===== src/rtl/bsg_manycore_vcache_dma_arbiter_pkg.sv =====
// Shared types for the vcache DMA arbiter: FSM state encoding and DMA packet sizing.
// A DMA packet is packed as {write_not_read, addr}.
package bsg_manycore_vcache_dma_arbiter_pkg;

  typedef enum logic [1:0] {
    IDLE,
    PKT,
    FILL,
    EVICT
  } bsg_vcache_dma_arb_state_e;

  function automatic int dma_pkt_width(input int addr_width);
    return addr_width + 1;
  endfunction

  function automatic int safe_clog2(input int n);
    return (n > 1) ? $clog2(n) : 1;
  endfunction

endpackage


===== src/rtl/bsg_manycore_vcache_dma_arbiter_rr.sv =====
// Round-robin grant: picks the first request at or after the pointer; the pointer
// moves past the granted requester only when yumi_i accepts the grant.
module bsg_manycore_vcache_dma_arbiter_rr #(
  parameter int num_p = 2,
  localparam int id_width_lp = $clog2(num_p)
) (
  input  logic                   clk_i,
  input  logic                   reset_i,
  input  logic [num_p-1:0]       reqs_i,
  input  logic                   yumi_i,
  output logic                   v_o,
  output logic [id_width_lp-1:0] id_o
);

  logic [id_width_lp-1:0] ptr_r;
  logic [id_width_lp:0]   back_shift;
  logic [num_p-1:0]       rot;
  logic [id_width_lp:0]   sum;

  // Rotate so that bit 0 of rot is the requester at the pointer.
  assign back_shift = (id_width_lp + 1)'(num_p) - {1'b0, ptr_r};
  assign rot = (reqs_i >> ptr_r) | (reqs_i << back_shift);

  always_comb begin
    v_o  = 1'b0;
    id_o = '0;
    sum  = '0;
    for (int i = num_p - 1; i >= 0; i--) begin
      sum = {1'b0, ptr_r} + (id_width_lp + 1)'(i);
      if (rot[i]) begin
        v_o  = 1'b1;
        id_o = (sum >= (id_width_lp + 1)'(num_p))
               ? id_width_lp'(sum - (id_width_lp + 1)'(num_p))
               : sum[id_width_lp-1:0];
      end
    end
  end

  always_ff @(posedge clk_i) begin
    if (reset_i) begin
      ptr_r <= '0;
    end else if (yumi_i) begin
      ptr_r <= (id_o == id_width_lp'(num_p - 1)) ? '0 : id_o + 1'b1;
    end
  end

endmodule


===== src/rtl/bsg_manycore_vcache_dma_arbiter.sv =====
// Shares one DMA port among num_caches_p vcache DMA interfaces, one transaction at a time.
// Define BSG_MANYCORE_VCACHE_DMA_ARB_STATS_EN to enable the busy_cycles_o counter.
module bsg_manycore_vcache_dma_arbiter
  import bsg_manycore_vcache_dma_arbiter_pkg::*;
#(
  parameter int num_caches_p          = 2,
  parameter int addr_width_p          = 32,
  parameter int data_width_p          = 32,
  parameter int block_size_in_words_p = 8,
  parameter int dma_data_width_p      = 32
) (
  input  logic                                                   clk_i,
  input  logic                                                   reset_i,
  input  logic [num_caches_p-1:0][dma_pkt_width(addr_width_p)-1:0] dma_pkt_i,
  input  logic [num_caches_p-1:0]                                dma_pkt_v_i,
  output logic [num_caches_p-1:0]                                dma_pkt_yumi_o,
  output logic [num_caches_p-1:0][dma_data_width_p-1:0]          dma_data_o,
  output logic [num_caches_p-1:0]                                dma_data_v_o,
  input  logic [num_caches_p-1:0]                                dma_data_ready_i,
  input  logic [num_caches_p-1:0][dma_data_width_p-1:0]          dma_data_i,
  input  logic [num_caches_p-1:0]                                dma_data_v_i,
  output logic [num_caches_p-1:0]                                dma_data_yumi_o,
  output logic [dma_pkt_width(addr_width_p)-1:0]                 dma_pkt_o,
  output logic                                                   dma_pkt_v_o,
  input  logic                                                   dma_pkt_yumi_i,
  input  logic [dma_data_width_p-1:0]                            dma_data_fill_i,
  input  logic                                                   dma_data_fill_v_i,
  output logic                                                   dma_data_fill_ready_o,
  output logic [dma_data_width_p-1:0]                            dma_data_evict_o,
  output logic                                                   dma_data_evict_v_o,
  input  logic                                                   dma_data_evict_yumi_i,
  output logic [31:0]                                            busy_cycles_o
);

  localparam int pkt_width_lp = dma_pkt_width(addr_width_p);
  localparam int beats_lp     = block_size_in_words_p * data_width_p / dma_data_width_p;
  localparam int sel_width_lp = $clog2(num_caches_p);
  localparam int cnt_width_lp = safe_clog2(beats_lp);

  bsg_vcache_dma_arb_state_e state_r;
  logic [sel_width_lp-1:0]   sel_r;
  logic [cnt_width_lp-1:0]   cnt_r;

  logic                    grant_v;
  logic [sel_width_lp-1:0] grant_id;
  logic                    rr_yumi;
  logic                    last_beat;

  // Pointer advances once per grant, at the IDLE->PKT transition.
  assign rr_yumi   = (state_r == IDLE) & grant_v;
  assign last_beat = (cnt_r == cnt_width_lp'(beats_lp - 1));

  bsg_manycore_vcache_dma_arbiter_rr #(
    .num_p(num_caches_p)
  ) rr (
    .clk_i  (clk_i),
    .reset_i(reset_i),
    .reqs_i (dma_pkt_v_i),
    .yumi_i (rr_yumi),
    .v_o    (grant_v),
    .id_o   (grant_id)
  );

  always_ff @(posedge clk_i) begin
    if (reset_i) begin
      state_r <= IDLE;
      sel_r   <= '0;
      cnt_r   <= '0;
    end else begin
      case (state_r)
        IDLE: begin
          if (grant_v) begin
            sel_r   <= grant_id;
            state_r <= PKT;
          end
        end
        PKT: begin
          if (dma_pkt_yumi_i) begin
            cnt_r   <= '0;
            state_r <= dma_pkt_i[sel_r][pkt_width_lp-1] ? EVICT : FILL;
          end
        end
        FILL: begin
          if (dma_data_fill_v_i & dma_data_ready_i[sel_r]) begin
            if (last_beat) state_r <= IDLE;
            else           cnt_r   <= cnt_r + 1'b1;
          end
        end
        EVICT: begin
          if (dma_data_evict_yumi_i) begin
            if (last_beat) state_r <= IDLE;
            else           cnt_r   <= cnt_r + 1'b1;
          end
        end
        default: state_r <= IDLE;
      endcase
    end
  end

  // Only the selected cache's lanes are ever driven; everything is 0 in IDLE.
  always_comb begin
    dma_pkt_o             = '0;
    dma_pkt_v_o           = 1'b0;
    dma_pkt_yumi_o        = '0;
    dma_data_o            = '0;
    dma_data_v_o          = '0;
    dma_data_yumi_o       = '0;
    dma_data_fill_ready_o = 1'b0;
    dma_data_evict_o      = '0;
    dma_data_evict_v_o    = 1'b0;
    case (state_r)
      PKT: begin
        dma_pkt_o             = dma_pkt_i[sel_r];
        dma_pkt_v_o           = 1'b1;
        dma_pkt_yumi_o[sel_r] = dma_pkt_yumi_i;
      end
      FILL: begin
        dma_data_o[sel_r]     = dma_data_fill_i;
        dma_data_v_o[sel_r]   = dma_data_fill_v_i;
        dma_data_fill_ready_o = dma_data_ready_i[sel_r];
      end
      EVICT: begin
        dma_data_evict_o       = dma_data_i[sel_r];
        dma_data_evict_v_o     = dma_data_v_i[sel_r];
        dma_data_yumi_o[sel_r] = dma_data_evict_yumi_i;
      end
      default: ;
    endcase
  end

`ifdef BSG_MANYCORE_VCACHE_DMA_ARB_STATS_EN
  logic [31:0] busy_cycles_r;

  always_ff @(posedge clk_i) begin
    if (reset_i) begin
      busy_cycles_r <= '0;
    end else if ((state_r != IDLE) && (busy_cycles_r != '1)) begin
      busy_cycles_r <= busy_cycles_r + 32'd1;
    end
  end

  assign busy_cycles_o = busy_cycles_r;
`else
  assign busy_cycles_o = '0;
`endif

endmodule

===== config.mk =====
export PLATFORM = sky130hd
export DESIGN_NAME = bsg_manycore_vcache_dma_arbiter
export DESIGN_NICKNAME = d
export VERILOG_FILES = /design/src/rtl/bsg_manycore_vcache_dma_arbiter_pkg.sv /design/src/rtl/bsg_manycore_vcache_dma_arbiter_rr.sv /design/src/rtl/bsg_manycore_vcache_dma_arbiter.sv
export SDC_FILE = /design/constraint.sdc
export NUM_CORES = 1
export LEC_CHECK = 0
export ABC_AREA = 1
export CORE_AREA = 2 2 133 135
export DETAILED_ROUTE_END_ITERATION = 7
export DIE_AREA = 0 0 135 137
export SLEW_MARGIN = 40
export SYNTH_ARGS = -nofsm -noshare
export SYNTH_HDL_FRONTEND = slang
export SYNTH_SLANG_ARGS = --single-unit

===== constraint.sdc =====
create_clock -name clk_i -period 1.65 [get_ports clk_i]
set_input_delay 0.33 -clock clk_i [delete_from_list [all_inputs] [get_ports clk_i]]
set_output_delay 0.33 -clock clk_i [all_outputs]
set_load 0.03 [all_outputs]

==> metrics <==
Stages on worst setup path 5; Net Sw Frac 54.1%; Reg clk slew, reported paths 0.04 ns; Starting Density 11.9%; worst hold path type reg -> reg; # nets final 931; vias in the first global route 3,425; die area 18,500 um2; DR vias/cell 3.86; Core ar. 17,100 um2; top-area cell type share of the netlist area 29.2%; hold_sp rr.ptr_r$_SDFFE_PP0P_; Syn. warnings 0; hold buffers post-CTS 0; register bit total from synthesis 7; drt first-iter violations 51; total grt overflow 0; antenna cells 0; Mapped Cells 437; wire per inst 13.4 um; Worst R2R Setup Slack 0.26 ns; fin. max-slew vios 0; CP Class reg -> out; P&R area growth vs syn 220%; syn avg cell area 4.64 um2; setup violators final 62; P_leak 2.91 nW; Power Density 1030 nW/um2; CTS sink cnt 7; Seq/Total Area, Yosys 6.91%; DRT Wirelength 13.1 mm; cell internal pwr 3.07 mW; via count 3,787; post-route minimum period 1.73 ns; final instance area 6490 um2; ratio of final minimum period to clock period 105%; clock buffer count from CTS 3; CP Data Arrival Time 1.40 ns; placed cell count 964; Post-DRT Antenna Nets 0; Hold Fails Final Rpt 0; critical path's slowest cell dfxtp_4; end of the critical path dma_data_o[33]; CP Capture Type primary output; synthesized cell area 2030 um2; Netlist cell types 18; max cap viols 0; startpoint types register; hold_ws 0.461 ns; DRC viols 0; Max clock buf depth 2; global-route wire length before repair 16.8 mm; largest area contributor in the netlist nand2_1; crit-path most repeated cell buf_12; Worst Path Max Fanout 33; Setup Skew 0.00159 ns; Rows 48; Root Buffer clkbuf_16; CP Buf/Inv Count 3; layout cells sized above 1 37.4%; fmax 0.580 GHz; Flop pwr share 5.0%; 1st-pass router iterations 4; Non-Filler Instances 980; Port Buffers 310; failing checks setup timing; Clk pwr share 6.3%; RSZ-0062 raised after global routing yes; Routability Congestion 0.716; placed cell areas 5520 um2; Worst EP required 1.32 ns; die height 137 um; Peak VDD IR 0.000409 V; Cell Chain, Critical Path buf_12 > nand2_2 > buf_12 > nor2_1 > buf_4; CTS tree yes; Die W 135 um; clk_lat worst skew 0.23 ns; switching pwr 3.62 mW; worst reg2reg endpoint cnt_r[2]$_SDFFE_PP0P_; sum of net half-perimeters after detailed placement 9.81 mm; R2R depth 9; Reg-to-Reg Start state_r[1]$_SDFFE_PP0P_; Synth area leaders nand2_1, a21oi_1, nor2_1; antenna violations before repair 0; Logic pwr share 88.8%; Crit path max-delay family buffers and inverters; IO Pins 343; Max stage delay on crit path 0.40 ns; critical path launch point sel_r$_SDFFE_PP0P_; final setup margin -0.0755 ns; status complete, but fails checks; All-Layer GR Usage 11.3%; pin count of the biggest net entering global routing 44; htree depth 1
[final cells by class]
class / count / area (um2)
clock buffer: 4 / 78.8
fill: 1735 / 10600
tap: 225 / 282
inverter: 49 / 199
sequential: 7 / 149
timing repair buffer: 343 / 3590
multi-input combinational: 352 / 2190
[registers in the layout (all words and copies together), names as in the netlist]
| signal | count |
|---|---|
| rr.ptr_r | 1 |
| state_r | 2 |
| sel_r | 1 |
| cnt_r | 3 |
[Yosys cell counts]
cell	instances
nand2_1	158
nor2_1	78
a21oi_1	71
inv_1	47
buf_4	33
buf_2	14
clkbuf_1	10
dfxtp_1	7
nand3_1	5
buf_1	3
ha_1	2
inv_2	2
nor3_1	2
a31oi_1	1
and3_1	1
conb_1	1
nand3_2	1
nor2_4	1
[placed cells by master (no fill, tap or decap), drive strengths merged]
cell and instances:
nand3 6, and3 1, a21oi 71, a31oi 1
nor3 2, nand2 158, conb 32, clkdlybuf4s50 172
nor2 79, ha 2, buf 167, inv 49
clkbuf 8, dfxtp 7
[metal layers]
layer  track usage, %  wire length (um)  share of wire, %  vias up
li1                 -                 -                 -     1900
met5                0                 0                 0        -
met1             12.4              4540                35     1661
met2             21.5              7200                55      218
met3             3.04              1270               9.7        8
met4             2.31               109              0.83        0
[kinds of logic after synthesis]
group                      Yosys count  synth area share [%]
buffers and inverters              109                  27.1
other                                1                 0.185
and+or+nand+nor                    246                  46.7
DFF                                  7                  6.90
adders and majority gates            2                  1.23
AOI/OAI and AO/OA                   72                  17.8
[stage by stage]
step                utilization, %  power (mW)  setup TNS [ns]  setup slack [ns]
global route                  38.1        7.09           -7.37            -0.136
detailed placement            32.4        5.15               0            0.0179
finish                        38.1        6.68           -1.27           -0.0755
CTS                           34.7        6.10           -1.55           -0.0820
global placement              32.4        5.15               0            0.0110
floorplan                        -        3.33           -5.08           -0.0719
[what timing repair did]
action,CTS,global route
setup buffers,3,3
endpoints found under the hold margin,0,0
gates resized for setup,76,118
cloned,1,5
pin swaps,1,4
setup endpoints to repair,134,136
[worst min-delay path by stage]
stage	slack, ns	depth (start not counted)	end
detailed placement	0.46	2	rr.ptr_r$_SDFFE_PP0P_
global placement	0.45	2	rr.ptr_r$_SDFFE_PP0P_
CTS	0.46	2	rr.ptr_r$_SDFFE_PP0P_
floorplan	0.40	1	rr.ptr_r$_SDFFE_PP0P_
finish	0.46	2	rr.ptr_r$_SDFFE_PP0P_
global route	0.50	2	rr.ptr_r$_SDFFE_PP0P_
[power groups by stage]
stage          registers [mW]  logic (mW)  clock network (mW)
2_1_floorplan           0.276        3.06                   0
3_3_place_gp            0.297        4.85                   0
3_5_place_dp            0.301        4.85                   0
4_1_cts                 0.328        5.34               0.428
5_1_grt                 0.340        6.31               0.439
6_report                0.334        5.93               0.418
[worst reg2reg max path, cell delays in order (launching register included)]
cell	delay [ns]
dfxtp_2	0.32
buf_6	0.13
nor2_4	0.13
buf_4	0.13
buf_6	0.09
nand2_4	0.06
nand2_1	0.07
nand3_2	0.13
a21oi_1	0.16
nor2_1	0.05
Note: power is estimated with default switching activity, not from simulation.
